$ cat src/rtl/uart_tx_serializer.sv
// UART transmit serializer: 8-bit LSB-first frame (start, data, [parity], stop) with its own bit timer.
// Latency: tx goes low the cycle after accept; frame lasts D*(10+STOP_BITS-1) cycles (+D with parity).
// Backpressure: tx_ready only in IDLE; tx_valid while busy is ignored. Optional parity: UART_TX_PARITY_EN.
module uart_tx_serializer #(
    parameter int          DIV_WIDTH   = 16,
    parameter int unsigned DEFAULT_DIV = 5208,
    parameter int          STOP_BITS   = 1
) (
    input  logic                 clock,
    input  logic                 init_flag,
    input  logic                 baud_div_load,
    input  logic [DIV_WIDTH-1:0] baud_div_value,
    input  logic                 tx_valid,
    input  logic [7:0]           tx_data,
`ifdef UART_TX_PARITY_EN
    input  logic                 parity_odd,
`endif
    output logic                 tx_ready,
    output logic                 tx_busy,
    output logic                 tx_done,
    output logic                 tx
);

    if (STOP_BITS != 1 && STOP_BITS != 2) begin : g_bad_stop_bits
        $error("uart_tx_serializer: STOP_BITS must be 1 or 2");
    end

    localparam logic STOP_LAST = 1'(STOP_BITS - 1);

    typedef enum logic [2:0] {
        S_IDLE,
        S_START,
        S_DATA,
`ifdef UART_TX_PARITY_EN
        S_PARITY,
`endif
        S_STOP
    } state_t;

    state_t               state_q;
    logic [DIV_WIDTH-1:0] shadow_q;
    logic [DIV_WIDTH-1:0] shadow_d;
    logic [DIV_WIDTH-1:0] last_q;
    logic [DIV_WIDTH-1:0] last_d;
    logic [DIV_WIDTH-1:0] timer_q;
    logic [7:0]           shift_q;
    logic [2:0]           bit_idx_q;
    logic                 stop_cnt_q;
    logic                 tx_q;
    logic                 ready_q;
    logic                 done_q;
`ifdef UART_TX_PARITY_EN
    logic                 parity_q;
`endif

    logic accept;
    logic bit_wrap;

    // A load on the accept edge must reach the captured divisor, so capture from shadow_d.
    assign shadow_d = baud_div_load ? baud_div_value : shadow_q;
    assign last_d   = (shadow_d == '0) ? '0 : shadow_d - DIV_WIDTH'(1);
    assign accept   = tx_valid && ready_q;
    assign bit_wrap = (timer_q == last_q);

    always_ff @(posedge clock or negedge init_flag) begin
        if (!init_flag) begin
            state_q    <= S_IDLE;
            shadow_q   <= DIV_WIDTH'(DEFAULT_DIV);
            last_q     <= '0;
            timer_q    <= '0;
            shift_q    <= '0;
            bit_idx_q  <= '0;
            stop_cnt_q <= 1'b0;
            tx_q       <= 1'b1;
            ready_q    <= 1'b1;
            done_q     <= 1'b0;
`ifdef UART_TX_PARITY_EN
            parity_q   <= 1'b0;
`endif
        end else begin
            shadow_q <= shadow_d;
            done_q   <= 1'b0;
            if (state_q == S_IDLE) begin
                if (accept) begin
                    state_q    <= S_START;
                    last_q     <= last_d;
                    timer_q    <= '0;
                    shift_q    <= tx_data;
                    bit_idx_q  <= '0;
                    stop_cnt_q <= 1'b0;
                    tx_q       <= 1'b0;
                    ready_q    <= 1'b0;
`ifdef UART_TX_PARITY_EN
                    parity_q   <= (^tx_data) ^ parity_odd;
`endif
                end
            end else if (!bit_wrap) begin
                timer_q <= timer_q + DIV_WIDTH'(1);
            end else begin
                timer_q <= '0;
                case (state_q)
                    S_START: begin
                        state_q <= S_DATA;
                        tx_q    <= shift_q[0];
                    end
                    S_DATA: begin
                        if (bit_idx_q == 3'd7) begin
`ifdef UART_TX_PARITY_EN
                            state_q <= S_PARITY;
                            tx_q    <= parity_q;
`else
                            state_q <= S_STOP;
                            tx_q    <= 1'b1;
`endif
                        end else begin
                            bit_idx_q <= bit_idx_q + 3'd1;
                            shift_q   <= {1'b0, shift_q[7:1]};
                            tx_q      <= shift_q[1];
                        end
                    end
`ifdef UART_TX_PARITY_EN
                    S_PARITY: begin
                        state_q <= S_STOP;
                        tx_q    <= 1'b1;
                    end
`endif
                    S_STOP: begin
                        if (stop_cnt_q == STOP_LAST) begin
                            state_q <= S_IDLE;
                            ready_q <= 1'b1;
                            done_q  <= 1'b1;
                        end else begin
                            stop_cnt_q <= 1'b1;
                        end
                    end
                    default: begin
                        state_q <= S_IDLE;
                        tx_q    <= 1'b1;
                        ready_q <= 1'b1;
                    end
                endcase
            end
        end
    end

    assign tx       = tx_q;
    assign tx_ready = ready_q;
    assign tx_busy  = ~ready_q;
    assign tx_done  = done_q;

endmodule

$ cat config.mk
export PLATFORM = sky130hd
export DESIGN_NAME = uart_tx_serializer
export DESIGN_NICKNAME = d
export VERILOG_FILES = /design/src/rtl/uart_tx_serializer.sv
export SDC_FILE = /design/constraint.sdc
export NUM_CORES = 1
export LEC_CHECK = 0
export ABC_AREA = 1
export CELL_PAD_IN_SITES_DETAIL_PLACEMENT = 0
export CELL_PAD_IN_SITES_GLOBAL_PLACEMENT = 1
export CORE_ASPECT_RATIO = 2
export CORE_MARGIN = 4
export CORE_UTILIZATION = 43
export DETAILED_ROUTE_END_ITERATION = 6
export PLACE_DENSITY_LB_ADDON = 0.15
export SLEW_MARGIN = 0
export SYNTH_ARGS = -nofsm -noshare
export SYNTH_HDL_FRONTEND = slang
export SYNTH_SLANG_ARGS = --single-unit
$ cat constraint.sdc
create_clock -name clock -period 1.8 [get_ports clock]
set_input_delay 0.36 -clock clock [delete_from_list [all_inputs] [get_ports clock]]
set_output_delay 0.36 -clock clock [all_outputs]
set_load 0.05 [all_outputs]
Word level (Yosys, flattened, before mapping) --
Cells that the tools add are included.
Cells by class: add/sub/neg operators 3, equality and inequality tests 11, multiplexer cells 38, bitwise operators 1, reductions and logical operators 13
Operator list (number):
- $mux 16 | 5
- $mux 8 | 5
- $mux 3 | 10
- $add 16x1->16 const B | 1
- $eq 16x16->1 | 1
- $logic_not 16->1 | 1
- $sub 16x1->16 const B | 1
- $mux 1 | 15
- $reduce_and 4->1 | 3
- $pmux 3 s3 | 1
- $eq 3x2->1 const B | 2
- $ne 2x2->1 const B | 3
- $ne 3x3->1 const B | 2
- $reduce_and 3->1 | 2
- $reduce_bool 2->1 | 3
- $add 3x1->3 const B | 1
- $eq 3x1->1 const B | 1
- $eq 3x3->1 const B | 1
- $logic_not 3->1 | 1
- $pmux 1 s3 | 1
- $ne 2x1->1 const B | 1
- $pmux 1 s2 | 1
- $reduce_and 2->1 | 1
- $reduce_or 2->1 | 1
- 2 further kinds | 2
Word-level totals: bits in registers 66, input port bits 28, output and inout port bits 4

Logic depth before layout (Yosys ltp) --
Gate-level depths: netlist (run 1).
depth in word-level cells 5, mapped depth 14, mapped depth without buffers 12

Worst setup path before layout (run 1) --
Ideal clock, no wire load.
kind input port to flip-flop, from input baud_div_load, to register last_q[3], arrival time 1.662 ns, data required time 1.671 ns, setup slack 0.009 ns, stages 13, path buffers 3, cell sequence buf_6 -> inv_4 -> buf_6 -> nand2_2 -> nand2_2 -> inv_2 -> ha_1 -> nand3_4 -> nor2_8 -> nand3_2 -> nand2_2 -> buf_8 -> o22ai_2
Between the ends: word-level cells in the longest chain between the ends 3, elaborated cells on any way between the ends 4
Ends and longest elaborated chain:
- start: declaration | line 11 | input logic baud_div_load,
- $mux 16 (*) | line 60 | assign shadow_d = baud_div_load ? baud_div_value : shadow_q;
- net shadow_d[0] | line 42 | logic [DIV_WIDTH-1:0] shadow_d;
- $sub 16x1->16 or $logic_not 16->1 (tied branches) | line 61 | assign last_d = (shadow_d == '0) ? '0 : shadow_d - DIV_WIDTH'(1);
- $mux 16 (*) | line 61
- end signal: assignment | line 86 | last_q <= last_d;
- end: declaration | line 43 | logic [DIV_WIDTH-1:0] last_q;
Mark *: on every way through the listed nets, which the timed path passes. The rest lies on a longest branch. A chain may end at the register's enable or synchronous reset.

Final worst setup path (run 1) --
from register timer_q[3], to register timer_q[11]
Between the ends: word-level cells in the longest chain between the ends 3, elaborated cells on any way between the ends 4
Ends and longest elaborated chain:
- start: declaration | line 45 | logic [DIV_WIDTH-1:0] timer_q;
- start signal: assignment | line 98 | timer_q <= timer_q + DIV_WIDTH'(1);
- $add 16x1->16 or $eq 16x16->1 (tied branches) | line 98, 63
- $mux 16 (*) | line 97 | end else if (!bit_wrap) begin
- $mux 16 (*) | line 83 | if (state_q == S_IDLE) begin
Mark *: on every way between the ends. The rest lies on a longest branch, timed or not.

==> results of run 1 <==
-- logic make-up after synthesis --
| kind of cell | synth area share, % |
|---|---|
| AND/OR/NAND/NOR | 29.52 |
| XOR/XNOR | 3.673 |
| multiplexers | 1.837 |
| AO/OA/AOI/OAI | 10.30 |
| flip-flops | 42.21 |
| adder cells (fa/ha/maj) | 2.952 |
| buffers and inverters | 9.511 |
-- metrics by stage --
stage          TNS [ps]  hold slack, ps
3_3_place_gp      -6466           361.0
5_1_grt               0           24.75
3_5_place_dp      -7166           363.0
2_1_floorplan         0           64.41
4_1_cts               0           16.05
6_report              0           11.67
-- power by group through the flow --
stage               clock [W]  combinational [W]  sequential [W]
floorplan                   0           0.000196         0.00151
global placement            0           0.000415         0.00152
detailed placement          0           0.000419         0.00152
CTS                   0.00182           0.000422         0.00149
global route          0.00188           0.000461         0.00150
finish                0.00178           0.000415         0.00149
-- synthesized netlist by cell type, types with 7 or more instances --
| cell type | instances |
|---|---|
| dfrtp_1 | 57 |
| mux2i_1 | 7 |
| o22ai_1 | 10 |
| xor2_1 | 16 |
| inv_1 | 55 |
| inv_2 | 15 |
| nand4_1 | 7 |
| nand2_1 | 166 |
| nand3_1 | 21 |
| ha_1 | 9 |
| o21ai_2 | 9 |
| o21ai_1 | 22 |
| o21ai_0 | 7 |
| nor2_1 | 30 |
| nand2_2 | 11 |
| dfstp_2 | 7 |
-- layout make-up --
| cell class | count | area [sq um] |
|---|---|---|
| multi-input cells | 342 | 1879 |
| well taps | 100 | 125.1 |
| clock inverters | 5 | 55.05 |
| clock buffers | 11 | 252.7 |
| inverters | 71 | 269.0 |
| fillers | 851 | 3676 |
| repair buffers | 85 | 778.2 |
| flip-flops and latches | 64 | 1613 |
-- sequential cells by signal (all words and copies together), names as in the netlist --
name / flops
last_q: 16
shadow_q: 16
timer_q: 16
shift_q: 8
bit_idx_q: 3
state_q: 2
tx: 1
tx_done: 1
tx_ready: 1
-- per-layer routing --
layer	vias to the layer above	wire [microns]	track usage (%)
met5	-	0	0
met4	0	119	5.722
met3	9	203	3.212
met2	33	5241	36.29
met1	1489	3198	17.59
li1	1697	-	-
-- worst paths after layout --
check,start,end,slack (ps)
max,timer_q[3],timer_q[11],150
min reg2reg,tx,tx,480
max in group asynchronous,init_flag,shadow_q[4],1190
min,init_flag,timer_q[15],10
min in group clock,tx,tx,480
max reg2reg,timer_q[3],timer_q[11],150
-- what timing repair did --
action / CTS / global route
pin swaps: 0 / 1
buffers inserted: 0 / 0
setup endpoints to repair: 29 / 29
resized for setup: 3 / 13
==> impl_metrics.env, run 1 <==
export IMPL_status="finished, final reports clean"
export IMPL_synthArstFlopShare_pct=100.0
export IMPL_synth_edf_count=0
export IMPL_ys_top_cells_by_area="dfrtp_1 37%, nand2_1 16%, inv_1 5.4%"
export IMPL_htreeDepth=3
export IMPL_grt_pass1_vias=3286
export IMPL_dp_cells=662
export IMPL_drt_total_wl_microns=8763
export IMPL_place_area_sq_um=4622
export IMPL_cts_root_buf="clkbuf_16"
export IMPL_stdcell_area_sq_um=4972
export IMPL_global_route_usage_total_pct=18.19
export IMPL_synthFlopType="dfrtp_1"
export IMPL_fin_crit_ps=1652
export IMPL_hp_class="in2async"
export IMPL_swShare_pct=23.18
export IMPL_ant_nets=0
export IMPL_p_comb_share_pct=11.3
export IMPL_power_w=0.003683
export IMPL_p_switching_w=0.0008536
export IMPL_post_route_util_pct=57.49
export IMPL_cp_num_buf_inv=1
export IMPL_drv_cap=0
export IMPL_clk_pin_slew_worst_paths_ps=60
export IMPL_timing_final_crit_share_pct=91.77
export IMPL_drc_errors=0
export IMPL_yosys_warnings=0
export IMPL_seq_area_frac_synth_pct=42.21
export IMPL_worst_path_stages=7
export IMPL_ys_ff_latch=64
export IMPL_fp_row_count=48
export IMPL_critPathArrivalTime_ps=1860
export IMPL_crit_path_start_kind="flop"
export IMPL_finClkSkew_ps=5.529
export IMPL_cts_tree="built"
export IMPL_hpwl_microns=6848
export IMPL_powerDensity_nw_per_um2=740.7
export IMPL_synth_area_sq_um=3815
export IMPL_final_hold_viol_count=0
export IMPL_die_area_sq_um=10530
export IMPL_cp_slowest_stage_delay_ps=360
export IMPL_area_growth_pct=30.34
export IMPL_vias=3228
export IMPL_tightest_slew_ps=525.3
export IMPL_post_drt_via_cell_ratio=4.761
export IMPL_grt_antenna_before_repair=0
export IMPL_clock_sinks=64
export IMPL_rsz0062_at_grt="no"
export IMPL_relSlewSlack_pct=64.98
export IMPL_p_int_w=0.002829
export IMPL_gr_total_overflow=0
export IMPL_power_leakage_nw=2.603
export IMPL_synthCells=488
export IMPL_firstDrtPassIters=4
export IMPL_ys_types=34
export IMPL_yosysTopAreaCell="dfrtp_1"
export IMPL_syn_mean_instance_area_sq_um=7.817
export IMPL_cts_made_buffers=9
export IMPL_cp_required_ps=2000
export IMPL_cp_top_family="simple AND/OR/NAND/NOR gates"
export IMPL_irDropWorstVdd_v=0.0005423
export IMPL_cp_cell_sequence="buf_4 > nand2_1 > nor2_1 > nand3_1 > nor2_1 > xor2_1 > o22ai_1"
export IMPL_syn_nets=525
export IMPL_crit_top_cell="nor2_1"
export IMPL_worstSkewPairLatency_ps=330
export IMPL_start_util_pct=44.11
export IMPL_ctsLongestPathBuffers=2
export IMPL_dieHeight_microns=141.2
export IMPL_final_cells=678
export IMPL_slew_violations=0
export IMPL_synth_top_cell_area_share_pct=37.39
export IMPL_grt_first_pass_wirelength_microns=14720
export IMPL_first_iter_violations=148
export IMPL_fin_ws_ps=148.1
export IMPL_r2r_cells=7
export IMPL_cp_slowest_cell="dfrtp_1"
export IMPL_final_common_cell="nand2_1"
export IMPL_fmax_mhz=605.4
export IMPL_dieWidth_microns=74.60
export IMPL_finalSetupViolCount=0
export IMPL_layout_nets=610
export IMPL_core_area_sq_um=8648
export IMPL_cp_end_kind="flop"
export IMPL_postCtsHoldBufs=0
export IMPL_preCtsSetupSlack_ps=-441.6
export IMPL_portBuffers=31
export IMPL_grt_max_degree=28
export IMPL_drive_above_1_share_pct=25.95
export IMPL_setup_worst_path_class="reg2reg"
export IMPL_mostFrequentLayoutCells="163 x nand2_1, 55 x inv_1, 55 x dfrtp_1"
export IMPL_post_drt_wl_per_cell_microns=12.92
export IMPL_diodes=0
export IMPL_pin_count=32
export IMPL_worst_path_max_fanout=4
export IMPL_pwr_share_seq_pct=40.5
export IMPL_clkPwrFrac_pct=48.2
export IMPL_finalWeightedCongestion=0.8094
Note: power is estimated with default switching activity, not from simulation.
==> run 2: changes to the inputs <==
CTS_CLUSTER_DIAMETER = 40   (was unset)
==> results of run 2 <==
The final DEF is identical to that of run 1; final timing and power are the same.
==> run 3: changes to the inputs <==
SETUP_SLACK_MARGIN = 0.3   (was unset)
==> run 3 against run 2 <==
Against the previous run:
- count of clock-buffer cells in the layout up 1
- hold slack better by 470 ps
- setup slack better by 25 ps
- combinational power up 18%
- first-iteration DRC count down 2.0%
- sequential share of layout area down 4.5 points
- register-to-register slack better by 30 ps
- global-route usage up 1.5 points
- total power up 3.8%
- critical endpoint is now shift_q[3]
- largest cell class unchanged
- largest power group unchanged
==> impl_metrics.env, run 3 (same netlist as run 1, synthesis figures left out) <==
export IMPL_ant_nets=0
export IMPL_cp_required_ps=2020
export IMPL_start_util_pct=44.11
export IMPL_first_iter_violations=145
export IMPL_pin_count=32
export IMPL_firstDrtPassIters=4
export IMPL_clk_pin_slew_worst_paths_ps=50
export IMPL_tightest_slew_ps=411.0
export IMPL_finalSetupViolCount=0
export IMPL_drv_cap=0
export IMPL_gr_total_overflow=0
export IMPL_grt_first_pass_wirelength_microns=15790
export IMPL_grt_max_degree=50
export IMPL_cts_root_buf="clkbuf_16"
export IMPL_drt_total_wl_microns=10150
export IMPL_finClkSkew_ps=6.959
export IMPL_timing_final_crit_share_pct=90.37
export IMPL_min_path_cells=2
export IMPL_worst_path_max_fanout=5
export IMPL_setup_worst_path_class="reg2reg"
export IMPL_post_drt_via_cell_ratio=4.858
export IMPL_mostFrequentLayoutCells="145 x nand2_1, 71 x buf_4, 52 x dfrtp_1"
export IMPL_dieHeight_microns=141.2
export IMPL_fp_row_count=48
export IMPL_clock_sinks=64
export IMPL_critPathArrivalTime_ps=1850
export IMPL_die_area_sq_um=10530
export IMPL_status="finished, final reports clean"
export IMPL_crit_top_cell="nand2_1"
export IMPL_portBuffers=31
export IMPL_finalWeightedCongestion=0.8323
export IMPL_cp_slowest_cell="dfrtp_1"
export IMPL_vias=3488
export IMPL_power_w=0.003821
export IMPL_relSlewSlack_pct=72.60
export IMPL_core_area_sq_um=8648
export IMPL_irDropWorstVdd_v=0.0005116
export IMPL_post_route_util_pct=67.13
export IMPL_slew_violations=0
export IMPL_global_route_usage_total_pct=19.72
export IMPL_cp_cell_sequence="ha_1 > ha_1 > nor2_1 > nand2_1 > nand2_1 > nand2_4 > clkbuf_16 > nand2_1 > o21ai_2"
export IMPL_htreeDepth=3
export IMPL_cp_end_kind="flop"
export IMPL_hpwl_microns=7015
export IMPL_drc_errors=0
export IMPL_fin_crit_ps=1627
export IMPL_cts_made_buffers=9
export IMPL_rsz0062_at_grt="yes"
export IMPL_power_leakage_nw=2.949
export IMPL_grt_pass1_vias=3511
export IMPL_layout_nets=650
export IMPL_dieWidth_microns=74.60
export IMPL_area_growth_pct=52.18
export IMPL_final_hold_viol_count=0
export IMPL_grt_antenna_before_repair=0
export IMPL_r2r_cells=9
export IMPL_cp_slowest_stage_delay_ps=400
export IMPL_powerDensity_nw_per_um2=658.2
export IMPL_cts_tree="built"
export IMPL_ctsLongestPathBuffers=2
export IMPL_diodes=0
export IMPL_hp_class="reg2reg"
export IMPL_drive_above_1_share_pct=42.88
export IMPL_reg_top3="last_q (16), shadow_q (16), timer_q (16)"
export IMPL_crit_path_start_kind="flop"
export IMPL_worstSkewPairLatency_ps=340
export IMPL_fmax_mhz=614.8
export IMPL_final_common_cell="nand2_1"
export IMPL_post_drt_wl_per_cell_microns=14.14
[run 3: changes by cell type in the layout (fill, tap and decap cells not counted), moves of 5 or more]
cell and change:
nand2_4 +6, buf_4 +20, inv_1 -5, nor2_1 -8, o21ai_1 -12, o22ai_1 -9, o21ai_2 +13, nand3_2 +14
nand2_2 +12, nand2_1 -18, nor2_4 +5, o22ai_2 +9, nand3_1 -16, buf_6 +13
[run 3: area by class of cell]
cell class	count	area (sq um)
Sequential cell	64	1620
Tap cell	100	125.1
Clock buffer	12	236.5
Clock inverter	4	70.07
Fill cell	764	2843
Inverter	71	284.0
Multi-Input combinational cell	342	2255
Timing Repair Buffer	125	1215
[run 3: per-stage QoR]
step | hold slack [ps] | TNS [ps] | instances | setup WS, ps | instance area [sq um]
global route | 499.0 | 0 | 718 | 64.54 | 5806
finish | 482.8 | 0 | 718 | 173.4 | 5806
floorplan | 64.41 | 0 | 488 | 90.28 | 3874
CTS | 470.8 | 0 | 694 | 210.5 | 5226
detailed placement | 315.3 | -5736 | 662 | -373.1 | 4671
global placement | 314.9 | -4903 | 662 | -322.7 | 4671
[run 3: final timing paths]
| check | from | endpoint | slack (ps) |
|---|---|---|---|
| min in group asynchronous | init_flag | tx_done | 490 |
| setup / recovery | bit_idx_q[0] | shift_q[3] | 170 |
| hold / removal | shift_q[3] | shift_q[3] | 480 |
| setup reg to reg | bit_idx_q[0] | shift_q[3] | 170 |
| hold reg to reg | shift_q[3] | shift_q[3] | 480 |
| max in group asynchronous | init_flag | shadow_q[3] | 650 |
[run 3: routing by layer]
metal	part of all wire [%]	up-vias	wire (microns)	global-route usage, %
met2	61	58	6155	37.96
met4	2.3	0	234	8.068
met5	0	-	0	0
met1	34	1636	3484	19.20
met3	2.7	21	277	3.997
li1	-	1773	-	-
[run 3: critical path: cells and delay by family, from the launching register on]
kind | cells | cell delay [ps]
AOI/OAI and AO/OA | 1 | 50
buffers and inverters | 1 | 160
DFF | 1 | 400
adders and majority gates | 2 | 420
and+or+nand+nor | 5 | 480
[run 3: power breakdown]
part / switching (W) / total (W) / internal (W)
clock: 0.000630 / 0.00184 / 0.00121
sequential: 0.0000160 / 0.00150 / 0.00148
combinational: 0.000242 / 0.000488 / 0.000246
total: 0.000888 / 0.00382 / 0.00293
[run 3: timing repair]
| action | CTS | global route |
|---|---|---|
| resized for setup | 38 | 91 |
| setup endpoints to repair | 48 | 49 |
| endpoints found under the hold margin | 14 | 0 |
| buffers inserted | 14 | 21 |
| hold buffers | 1 | 0 |
| gates cloned | 1 | 3 |
| pin swaps | 20 | 40 |
==> edit (flow settings as in run 2) <==
The parameter `DIV_WIDTH` goes from 16 to 24.
--- a/src/rtl/uart_tx_serializer.sv
+++ b/src/rtl/uart_tx_serializer.sv
@@ -2,7 +2,7 @@
 // Latency: tx goes low the cycle after accept; frame lasts D*(10+STOP_BITS-1) cycles (+D with parity).
 // Backpressure: tx_ready only in IDLE; tx_valid while busy is ignored. Optional parity: UART_TX_PARITY_EN.
 module uart_tx_serializer #(
-    parameter int          DIV_WIDTH   = 16,
+    parameter int          DIV_WIDTH   = 24,
     parameter int unsigned DEFAULT_DIV = 5208,
     parameter int          STOP_BITS   = 1
 ) (
Ports: changed (resized baud_div_value); port bits go from 32 to 40. The function was not compared with the original's and may differ.
==> edit against run 2 <==
Final area rose by 48%; critical path depth grew 4; setup slack lost 0.092 ns; power is 30% higher; sequential cell count grew 24; area after synthesis up 42%; wire length increased by 76%; critical path type is now in2reg; largest cell class unchanged.
==> edit: results (changes against run 2) <==
| Metric | Value |
|---|---|
| Status | complete, no violations |
| DR iter-0 viols | 253 (+71%) |
| Synth cell count leaders | nand2_1 (281), inv_1 (87), dfrtp_1 (81) |
| Setup Skew | 0.00825 ns (+0.00273 ns) |
| Reg-to-reg endpoint | shift_q[7] |
| Final net count | 953 (+56%) |
| Fillers | 1164 (+37%) |
| Critical path's slowest cell | clkdlybuf4s50_1 |
| Delay-heaviest family, CP | buffers and inverters |
| Seq/Total Area, Yosys | 0.409 (-0.0133) |
| PortBufs | 39 (+26%) |
| Max-Slew Margin vs Limit | 0.742 (+0.0921) |
| Met2 usage | 0.411 (+0.0484) |
| Worst Path Arrival | 1.96 ns (+0.10 ns) |
| Hpwl dp | 12.0 mm (+75%) |
| Maximum vdd drop | 0.455 mV (-16%) |
| Met1 usage | 0.212 (+0.0360) |
| Regs by FF count | last_q: 24 flops, shadow_q: 24 flops, timer_q: 24 flops |
| Layout cells sized above 1 | 0.250 (-0.00952) |
| 1st-pass router iterations | 6 (+2) |
| Area contributors post-synth | dfrtp_1 (37%), nand2_1 (20%), inv_1 (6.0%) |
| Initial antenna violation count | 0 (unchanged) |
| Slowest stage delay, CP | 0.46 ns (+0.10 ns) |
| Routability cong. | 0.917 (+13%) |
| Distinct cells, synth | 30 (-12%) |
| CTS H-tree depth | 3 (unchanged) |
| Hold depth | 2 |
| Net Count, Synth | 804 (+53%) |
| Total GRT Usage | 0.217 (+0.0355) |
| Global-route wire length before repair | 24.8 mm (+69%) |
| Leak | 3.95 nW (+52%) |
| DRT Wirelength | 15.4 mm (+76%) |
| Vias in the first global route | 5342 (+63%) |
| Grt met3 use | 0.0222 (-0.00988) |
| Routed vias | 5220 (+62%) |
| Largest net degree at the start of global routing | 38 (+36%) |
| Hold Path Class | reg2reg |
| Reg2reg path depth | 9 (+2) |
| R2r setup slk | 0.09 ns (-0.06 ns) |
| Reg-to-Reg Start | state_q[0] |
==> edit: cell count changes after synthesis, sizes merged, moves of 8 or more <==
cell | before | now
dfrtp | 57 | 81
inv | 71 | 91
clkbuf | 2 | 11
nor3 | 3 | 11
nand2 | 179 | 304
nand4 | 7 | 20
o22ai | 16 | 30
o21ai | 39 | 23
nor2 | 36 | 83
nand3 | 24 | 40
==> edit: cell families after synthesis <==
kind of cell	after synthesis	synth area share
buffers and inverters	113	0.0891
flip-flops	88	0.409
AO/OA/AOI/OAI	60	0.0676
XOR/XNOR	28	0.0453
adder cells (fa/ha/maj)	10	0.0231
AND/OR/NAND/NOR	459	0.366
==> edit: routing by layer <==
layer	vias up	wire, um	share of wire
met5	-	0	0
met4	0	1040	0.067
met3	45	382	0.025
met2	120	8690	0.56
met1	2376	5290	0.34
li1	2679	-	-
==> edit: how the worst max path moves through the flow <==
stage / startpoint / to / cells after the start
2_1_floorplan: baud_div_load / last_q[15] / 14
3_3_place_gp: baud_div_load / last_q[12] / 12
3_5_place_dp: baud_div_load / last_q[12] / 12
4_1_cts: timer_q[3] / shift_q[5] / 11
5_1_grt: timer_q[2] / shift_q[4] / 12
6_report: baud_div_value[0] / last_q[8] / 11
==> edit: tightest hold or removal path, stage by stage (launching register included) <==
cell     delay, ns
dfrtp_1       0.34
nand2_1       0.05
nand2_1       0.05
==> edit: what timing repair did <==
action | in CTS | in global routing
endpoints found under the setup margin | 59 | 61
cloned | 1 | 2
pin swaps | 2 | 8
endpoints found under the hold margin | 24 | 0
resized for setup | 13 | 47
hold buffers | 1 | 0
setup buffers | 4 | 6
==> edit: layout make-up <==
class | instances | area [um^2] | share of cell area
Sequential cell | 88 | 2220 | 0.302
Clock inverter | 7 | 101 | 0.0138
Timing Repair Buffer | 159 | 1410 | 0.192
Tap cell | 147 | 184 | 0.0251
Inverter | 91 | 352 | 0.0479
Clock buffer | 9 | 225 | 0.0307
Multi-Input combinational cell | 558 | 2850 | 0.388
==> edit: per-stage QoR <==
stage	instances	hold slack [ns]	setup WS [ns]	instance area (um^2)	total power, W
after floorplan	758	0.0644	0.00775	5410	0.00237
after global placement	1030	0.312	-0.629	6730	0.00273
after detailed placement	1030	0.311	-0.663	6730	0.00274
after CTS	1052	0.475	0.000772	7150	0.00482
after global routing	1059	0.504	-0.0307	7340	0.00500
final	1059	0.471	0.0560	7340	0.00479
==> edit: power by group through the flow <==
| stage | logic (W) | clock network [W] | registers (W) |
|---|---|---|---|
| 2_1_floorplan | 0.000291 | 0 | 0.00208 |
| 3_3_place_gp | 0.000644 | 0 | 0.00209 |
| 3_5_place_dp | 0.000654 | 0 | 0.00209 |
| 4_1_cts | 0.000680 | 0.00209 | 0.00205 |
| 5_1_grt | 0.000755 | 0.00219 | 0.00206 |
| 6_report | 0.000687 | 0.00206 | 0.00205 |
